--- src/rtl/spi_frame_loader.sv ---
// spi_frame_loader
//   Reads one frame from an SPI EEPROM. On start it sends READ (0x03) and a
//   big-endian start address, then clocks in FRAME_BYTES data bytes and hands
//   each one to a downstream buffer. SCLK stops whenever the consumer stalls.
//   With CHECKSUM=1 one trailing byte is also read, and the frame is flagged
//   bad unless (sum of data bytes + trailer) mod 256 == 0.
//
// Ports
//   clk, nreset            system clock, synchronous active-low reset
//   start                  begins a frame when sampled high in IDLE
//   base_addr              EEPROM start address, captured at start
//   busy / done / err      frame in progress / end-of-frame pulse / checksum error (sticky)
//   eeprom_cs/clk/in/out   SPI mode 0: CS_n, SCLK, MOSI, MISO
//   byte_data/valid/ready  received byte stream
//   byte_index             index of byte_data within the frame
//   dbg_state              current FSM state
//
// Handshake: byte_valid rises with byte_data and byte_index stable and holds
// them until a cycle where byte_ready is also high; that cycle is the transfer,
// and byte_valid is low again on the following cycle. byte_valid never depends
// on byte_ready.
module spi_frame_loader #(
    parameter int FRAME_BYTES = 100,
    parameter int CNT_W       = 16,
    parameter int ADDR_BYTES  = 1,
    parameter int SCLK_DIV    = 1,
    parameter int CHECKSUM    = 0
) (
    input  logic                    clk,
    input  logic                    nreset,
    input  logic                    start,
    input  logic [8*ADDR_BYTES-1:0] base_addr,
    output logic                    busy,
    output logic                    done,
    output logic                    err,
    output logic                    eeprom_cs,
    output logic                    eeprom_clk,
    output logic                    eeprom_in,
    input  logic                    eeprom_out,
    output logic [7:0]              byte_data,
    output logic                    byte_valid,
    input  logic                    byte_ready,
    output logic [CNT_W-1:0]        byte_index,
    output logic [2:0]              dbg_state
);

    localparam int TX_W  = 8 + 8*ADDR_BYTES;
    localparam int DIV_W = (SCLK_DIV > 1) ? $clog2(SCLK_DIV) : 1;

    typedef enum logic [2:0] {
        S_IDLE  = 3'd0,
        S_CMD   = 3'd1,
        S_ADDR  = 3'd2,
        S_DATA  = 3'd3,
        S_HOLD  = 3'd4,
        S_CHECK = 3'd5,
        S_FIN   = 3'd6
    } state_t;

    state_t            r_state;
    state_t            w_next;
    logic [DIV_W-1:0]  r_div;
    logic              r_sclk;
    logic [4:0]        r_bit;
    logic [TX_W-1:0]   r_tx;
    logic [7:0]        r_rx;
    logic [7:0]        r_byte;
    logic [7:0]        r_sum;
    logic [CNT_W-1:0]  r_idx;
    logic              r_err;

    logic w_shifting;
    logic w_tick;
    logic w_rise;
    logic w_fall;
    logic w_last_bit;
    logic w_last_byte;
    logic w_xfer;

    // SCLK toggles every SCLK_DIV cycles while a shifting state is active; a
    // bit ends on the falling toggle, which is also where MOSI advances.
    always_comb begin
        w_shifting  = (r_state == S_CMD) || (r_state == S_ADDR) ||
                      (r_state == S_DATA) || (r_state == S_CHECK);
        w_tick      = w_shifting && (r_div == DIV_W'(SCLK_DIV - 1));
        w_rise      = w_tick && !r_sclk;
        w_fall      = w_tick && r_sclk;
        w_last_bit  = (r_state == S_ADDR) ? (r_bit == 5'(8*ADDR_BYTES - 1))
                                          : (r_bit == 5'd7);
        w_last_byte = (r_idx == CNT_W'(FRAME_BYTES - 1));
        w_xfer      = (r_state == S_HOLD) && byte_ready;
    end

    // State register
    always_ff @(posedge clk) begin
        if (!nreset) begin
            r_state <= S_IDLE;
        end else begin
            r_state <= w_next;
        end
    end

    // Next-state logic
    always_comb begin
        w_next = r_state;
        case (r_state)
            S_IDLE:  if (start) w_next = S_CMD;
            S_CMD:   if (w_fall && w_last_bit) w_next = S_ADDR;
            S_ADDR:  if (w_fall && w_last_bit) w_next = S_DATA;
            S_DATA:  if (w_fall && w_last_bit) w_next = S_HOLD;
            S_HOLD: begin
                if (w_xfer) begin
                    if (!w_last_byte)       w_next = S_DATA;
                    else if (CHECKSUM != 0) w_next = S_CHECK;
                    else                    w_next = S_FIN;
                end
            end
            S_CHECK: if (w_fall && w_last_bit) w_next = S_FIN;
            S_FIN:   w_next = S_IDLE;
            default: w_next = S_IDLE;
        endcase
    end

    // Outputs
    always_comb begin
        eeprom_cs  = (r_state == S_IDLE) || (r_state == S_FIN);
        busy       = !((r_state == S_IDLE) || (r_state == S_FIN));
        done       = (r_state == S_FIN);
        byte_valid = (r_state == S_HOLD);
        eeprom_in  = ((r_state == S_CMD) || (r_state == S_ADDR)) ? r_tx[TX_W-1] : 1'b0;
        eeprom_clk = r_sclk;
        byte_data  = r_byte;
        byte_index = r_idx;
        err        = r_err;
        dbg_state  = r_state;
    end

    // Datapath: SCLK divider, shift registers, byte counter and running sum
    always_ff @(posedge clk) begin
        if (!nreset) begin
            r_div  <= '0;
            r_sclk <= 1'b0;
            r_bit  <= '0;
            r_tx   <= '0;
            r_rx   <= '0;
            r_byte <= '0;
            r_sum  <= '0;
            r_idx  <= '0;
            r_err  <= 1'b0;
        end else begin
            // Outside shifting states (including HOLD) SCLK parks low with the
            // divider cleared, so a resumed byte starts with a full low phase.
            if (w_shifting) begin
                if (w_tick) begin
                    r_div  <= '0;
                    r_sclk <= ~r_sclk;
                end else begin
                    r_div <= r_div + DIV_W'(1);
                end
            end else begin
                r_div  <= '0;
                r_sclk <= 1'b0;
            end

            if (w_rise) begin
                r_rx <= {r_rx[6:0], eeprom_out};
            end

            if (w_fall) begin
                r_bit <= w_last_bit ? 5'd0 : r_bit + 5'd1;
                r_tx  <= {r_tx[TX_W-2:0], 1'b0};
                if ((r_state == S_DATA) && w_last_bit) begin
                    r_byte <= r_rx;
                    r_sum  <= r_sum + r_rx;
                end
                if ((r_state == S_CHECK) && w_last_bit) begin
                    r_err <= ((r_sum + r_rx) != 8'd0);
                end
            end

            if ((r_state == S_IDLE) && start) begin
                r_tx  <= {8'h03, base_addr};
                r_bit <= '0;
                r_idx <= '0;
                r_sum <= '0;
                r_err <= 1'b0;
            end

            // The index stays on the last byte so it never exceeds FRAME_BYTES-1.
            if (w_xfer && !w_last_byte) begin
                r_idx <= r_idx + CNT_W'(1);
            end
        end
    end

endmodule
--- config.mk ---
export PLATFORM = sky130hd
export DESIGN_NAME = spi_frame_loader
export DESIGN_NICKNAME = d
export VERILOG_FILES = /design/src/rtl/spi_frame_loader.sv
export SDC_FILE = /design/constraint.sdc
export NUM_CORES = 1
export LEC_CHECK = 0
export BUFFER_PORTS_ARGS = -buffer_cell sky130_fd_sc_hd__buf_2
export CAP_MARGIN = 10
export CELL_PAD_IN_SITES_DETAIL_PLACEMENT = 0
export CELL_PAD_IN_SITES_GLOBAL_PLACEMENT = 1
export CORE_MARGIN = 2
export CORE_UTILIZATION = 30
export CTS_CLUSTER_DIAMETER = 80
export DETAILED_ROUTE_END_ITERATION = 6
export HOLD_SLACK_MARGIN = 0.15
export PLACE_DENSITY = 0.67
export REMOVE_ABC_BUFFERS = 1
export SKIP_LAST_GASP = 1
export SLEW_MARGIN = 20
export SYNTH_ARGS = -nofsm -noshare
export SYNTH_HDL_FRONTEND = slang
export SYNTH_SLANG_ARGS = --single-unit
export TNS_END_PERCENT = 30
--- constraint.sdc ---
create_clock -name clk -period 1.7 [get_ports clk]
set_input_delay 0.17 -clock clk [delete_from_list [all_inputs] [get_ports clk]]
set_output_delay 0.17 -clock clk [all_outputs]
set_load 0.005 [all_outputs]
Word-level counts from Yosys, hierarchy flattened
Index checks and enable logic that the tools add are counted.

Memories kept: 0. RAM bits: 0. Input port bits: 13. Flip-flop bits (word level): 67. Latch bits: 0. Memory bits (read-only): 0.

$mul: 0. Reductions and logical operators: 26. Bitwise logic cells: 4. Mux-type cells: 14. Order comparisons: 0. Shifts and indexed selects: 0. Add/subtract/negate cells: 4. Div/mod/pow operators: 0. Equal/unequal tests: 14.

Operators with widths (count): 16-bit two-way mux (2); 3-bit two-way mux (7); 10-bit two-way mux (2); 3-bit case mux with 6 select lines (1); 16-bit by 1-bit adder with 16-bit output, second input constant (1); 16-bit by 7-bit equality test with 1-bit output, second input constant (1); 3-bit equality test, second input constant (3); 1-bit logical AND (9); 8-bit adder (1); 2-bit by 1-bit inequality test with 1-bit output, second input constant (4); 8-bit nonzero test (1); 3-bit by 2-bit equality test with 1-bit output, second input constant (2); 2-bit AND reduction (3); 6-bit AND reduction (1); 5-bit by 1-bit adder with 5-bit output, second input constant (1); 5-bit by 3-bit equality test with 1-bit output, second input constant (1); 5-bit two-way mux (1); 1-bit logical OR (4); 2-bit inequality test, second input constant (2); 1-bit NOT (4); 2-bit nonzero test (2); 3-bit by 1-bit equality test with 1-bit output, second input constant (1); 1-bit zero test (3); 3-bit zero test (1); 4 further kinds (4).

Logic depth before layout (Yosys ltp)
Depth in word-level cells: 9. Mapped depth: 10.

Worst setup path before layout
OpenSTA, ideal clock, no wires.

Path type: reg2reg. From: reg r_rx[0]. To: reg r_err, in the netlist err. Buffers on the path: 0. Arrival: 1646 ps. Cell stages (with the launch flop): 10. Period minus slack after synthesis: 1775 ps. Path slack: -75 ps. Path through: dfxtp_1 ha_1 inv_1 fa_1 nor2b_1 o31a_1 a21oi_1 nor3_1 and3_1 a31oi_1.

Word-level cells in the longest chain between the ends: 2.

Ends and longest elaborated chain: start, declared (line 66) `logic [7:0] r_rx;`; start signal, assigned (line 166) `r_rx <= {r_rx[6:0], eeprom_out};`; 8-bit adder (line 177) `r_err <= ((r_sum + r_rx) != 8'd0);`; 8-bit nonzero test (line 177); end signal, assigned (line 177); end, declared (line 70) `logic r_err;`.

Every way passes these cells. A chain may end at the register's enable or synchronous reset.

Worst setup path in the final report
From: reg r_rx[0]. To: reg r_sum[6].

Word-level cells in the longest chain between the ends: 1.

Ends and longest elaborated chain: 8-bit adder (line 174) `r_sum <= r_sum + r_rx;`; end signal, assigned (line 174); end, declared (line 68) `logic [7:0] r_sum;`.

Every way passes these cells.

==> run metrics <==
outcome=finished with violations; failing checks=negative setup slack; sequential area share after synthesis=41.7%; top-level port count=47; commonest cells after routing, fill and taps aside=buf_4 (68), nand2_1 (67), dfxtp_1 (60), buf_2 (46), nor2_1 (41); Sw Share=22.0%; maximum VDD drop=452 uV; Reg clk slew, reported paths=about 70 ps; clk_skew=6.57 ps; flops & latches, synth=67; FMAX=563 MHz; post-layout min period=1780 ps; Inst Count DP=621; IO buf count=46; Setup-failing EPs final=3; initial antenna violation count=0; via density per instance=4.80; asr flop ratio synth=0%; final net count=533; crit path cell chain=ha_4, inv_2, fa_2, nor2b_2, o31a_1, o21a_1, o311ai_1, a21oi_1; CP peak stage delay=about 340 ps; net switching power=731 uW; clk_lat worst skew=~340 ps; CP bufs+invs=1; leak pwr=0.00195 uW; Die Y=roughly 110 um; via count=around 3.1k; Max-Cap Viols=0; Syn Inst Count=388; RSZ-0062 raised after global routing=yes; Yosys Warn Count=0; max-slew violations=0; Setup CP Type=flip-flop to flip-flop; Remaining Overflow, GRT=0; initial drt markers=about 140; Num CTS Buffers=9; proportion of layout cells with a drive suffix above 1=between 30% and 40%; largest net degree at the start of global routing=24; most common cell after layout, fill and taps aside=buf_4; PD cells=733 nW/um2; Setup crit start kind=flip-flop; initial core utilization=31.0%; Clock Path Buffers=2; Root Buffer=clkbuf_8; final worst slack=-75.6 ps; Final Hold Slack=308 ps; DRC viols=0; Cell Int Power=between 2000 and 3000 uW; FP Rows=37; overall power=~3300 uW; ant diodes=0; Top delay family on crit path=compound AO/OA/AOI/OAI gates; slowest CP cell=dfxtp_2; Detailed Place HPWL=6090 um; HP Class=primary input to flip-flop; Synth Flop Type=dfxtp_1; vias in the first global route=2958; DIE AREA=11600 um2; CTS tree=built; routability congestion estimate=just under 0.8; area grow syn2layout=41.2%; syn_area_per_cell=around 8.3 um2; non-filler cells, final=651; DR pass1 iterations=4; core area=10400 um2; EDFF count, synth=0; Die Wd=around 110 um; Yosys cell types=between 50 and 60; first-pass GRT wire length=13700 um; area of the mapped netlist=3220 um2; Post-Route WL=8370 um; WL per Instance=between 10 and 15 um; pre-CTS setup slack=-191 ps; worst path arrival time=1990 ps; Setup crit end kind=flip-flop; Sink Count=67; Fin. Hold Viols=0; Clock H-tree levels=3; Routed Antenna Nets=0; Comb power frac=6.7%; critical path fanouts, max=3; fin crit share=104%; CP required=between 1500 and 2000 ps; total track usage=between 10% and 20%; sequential power share=about half; Clock power frac=roughly 45%
## power groups by stage
stage               sequential, uW  combinational (uW)  clock, uW
finish                        1610                 225       1500
global route                  1610                 247       1620
CTS                           1610                 222       1540
detailed placement            1640                 204          0
global placement              1640                 200          0
floorplan                     1650                93.3          0
## state kept, by name, summed over array words and instances, names as in the netlist
register,count
err,1
r_tx,16
r_sum,8
byte_data,8
dbg_state,3
r_bit,5
byte_index,16
r_rx,8
r_div,1
eeprom_clk,1
## final timing paths
check	start	endpoint	slack, ps	depth (start not counted)
min reg2reg	r_tx[10]$_SDFFE_PP0P_	r_tx[11]$_SDFFE_PP0P_	450	2
min	byte_ready	byte_index[4]$_SDFFE_PN0P_	310	5
max reg2reg	r_rx[0]$_SDFFE_PN0P_	r_sum[6]$_SDFFE_PP0P_	-80	8
max	r_rx[0]$_SDFFE_PN0P_	r_sum[6]$_SDFFE_PP0P_	-80	8
## cell type report
| type | instances | area (um2) |
|---|---|---|
| Multi-Input combinational cell | 294 | 1830 |
| Clock buffer | 11 | 151 |
| Tap cell | 136 | 170 |
| Clock inverter | 5 | 75.1 |
| Inverter | 9 | 33.8 |
| Timing Repair Buffer | 129 | 923 |
| Sequential cell | 67 | 1350 |
| Fill cell | 1054 | 5830 |
## kinds of logic after synthesis
kind of cell | share of synthesized area [%]
simple gates | 26.4
compound gates | 16.1
flops | 41.7
buf+inv | 4.24
mux | 4.05
xor+xnor | 3.27
fa+ha+maj | 4.12
other cells | 0.117
## cell usage after synthesis, drive strengths merged, types with 2 or more instances
master	number	area (um2)
dfxtp	67	1340
ha	9	113
nor2	42	165
and2	3	21.3
o211ai	5	37.5
clkbuf	10	37.5
o21ai	10	50.0
xnor2	4	35.0
nor4	3	18.8
nor3b	2	15.0
or3	6	37.5
nand2	67	251
nand4	9	56.3
o211a	7	70.1
inv	8	30.0
nor2b	6	37.5
a21oi	38	190
nand4b	2	17.5
nor3	5	36.3
buf	8	65.1
xor2	8	70.1
nand3	19	95.1
a31oi	4	25.0
mux2i	13	130
and3	8	55.1
a211oi	6	55.1
o21a	2	15.0
## worst reg2reg max path, cell delays in order (launching register included)
cell and delay, ps:
dfxtp_2 340, ha_4 160, inv_2 50, fa_2 210, nor2b_2 50, o31a_1 300
o21a_1 210, o311ai_1 250, a21oi_1 90
## layer usage
layer	part of all wire, %	GRT usage, %	up-vias
met1	49	19.4	1458
met5	0	0	-
met2	47	24.3	51
met3	3.5	3.45	8
met4	1.2	4.21	0
li1	-	-	1607
## per-stage QoR
stage                     setup TNS (ps)  area, um2  util (%)
after floorplan                    -6390       3110         -
after global placement              -252       4070      39.2
after detailed placement            -372       4070      39.2
after CTS                           -255       4430      42.7
after global routing               -1290       4540      43.8
final                               -176       4540      43.8
## timing repair
action,in CTS,in global routing
setup endpoints to repair,13,34
hold buffers,10,0
pin swaps,4,13
resized for setup,14,21
endpoints found under the hold margin,10,0
buffers inserted,0,4
Note: power is estimated with default switching activity, not from simulation.
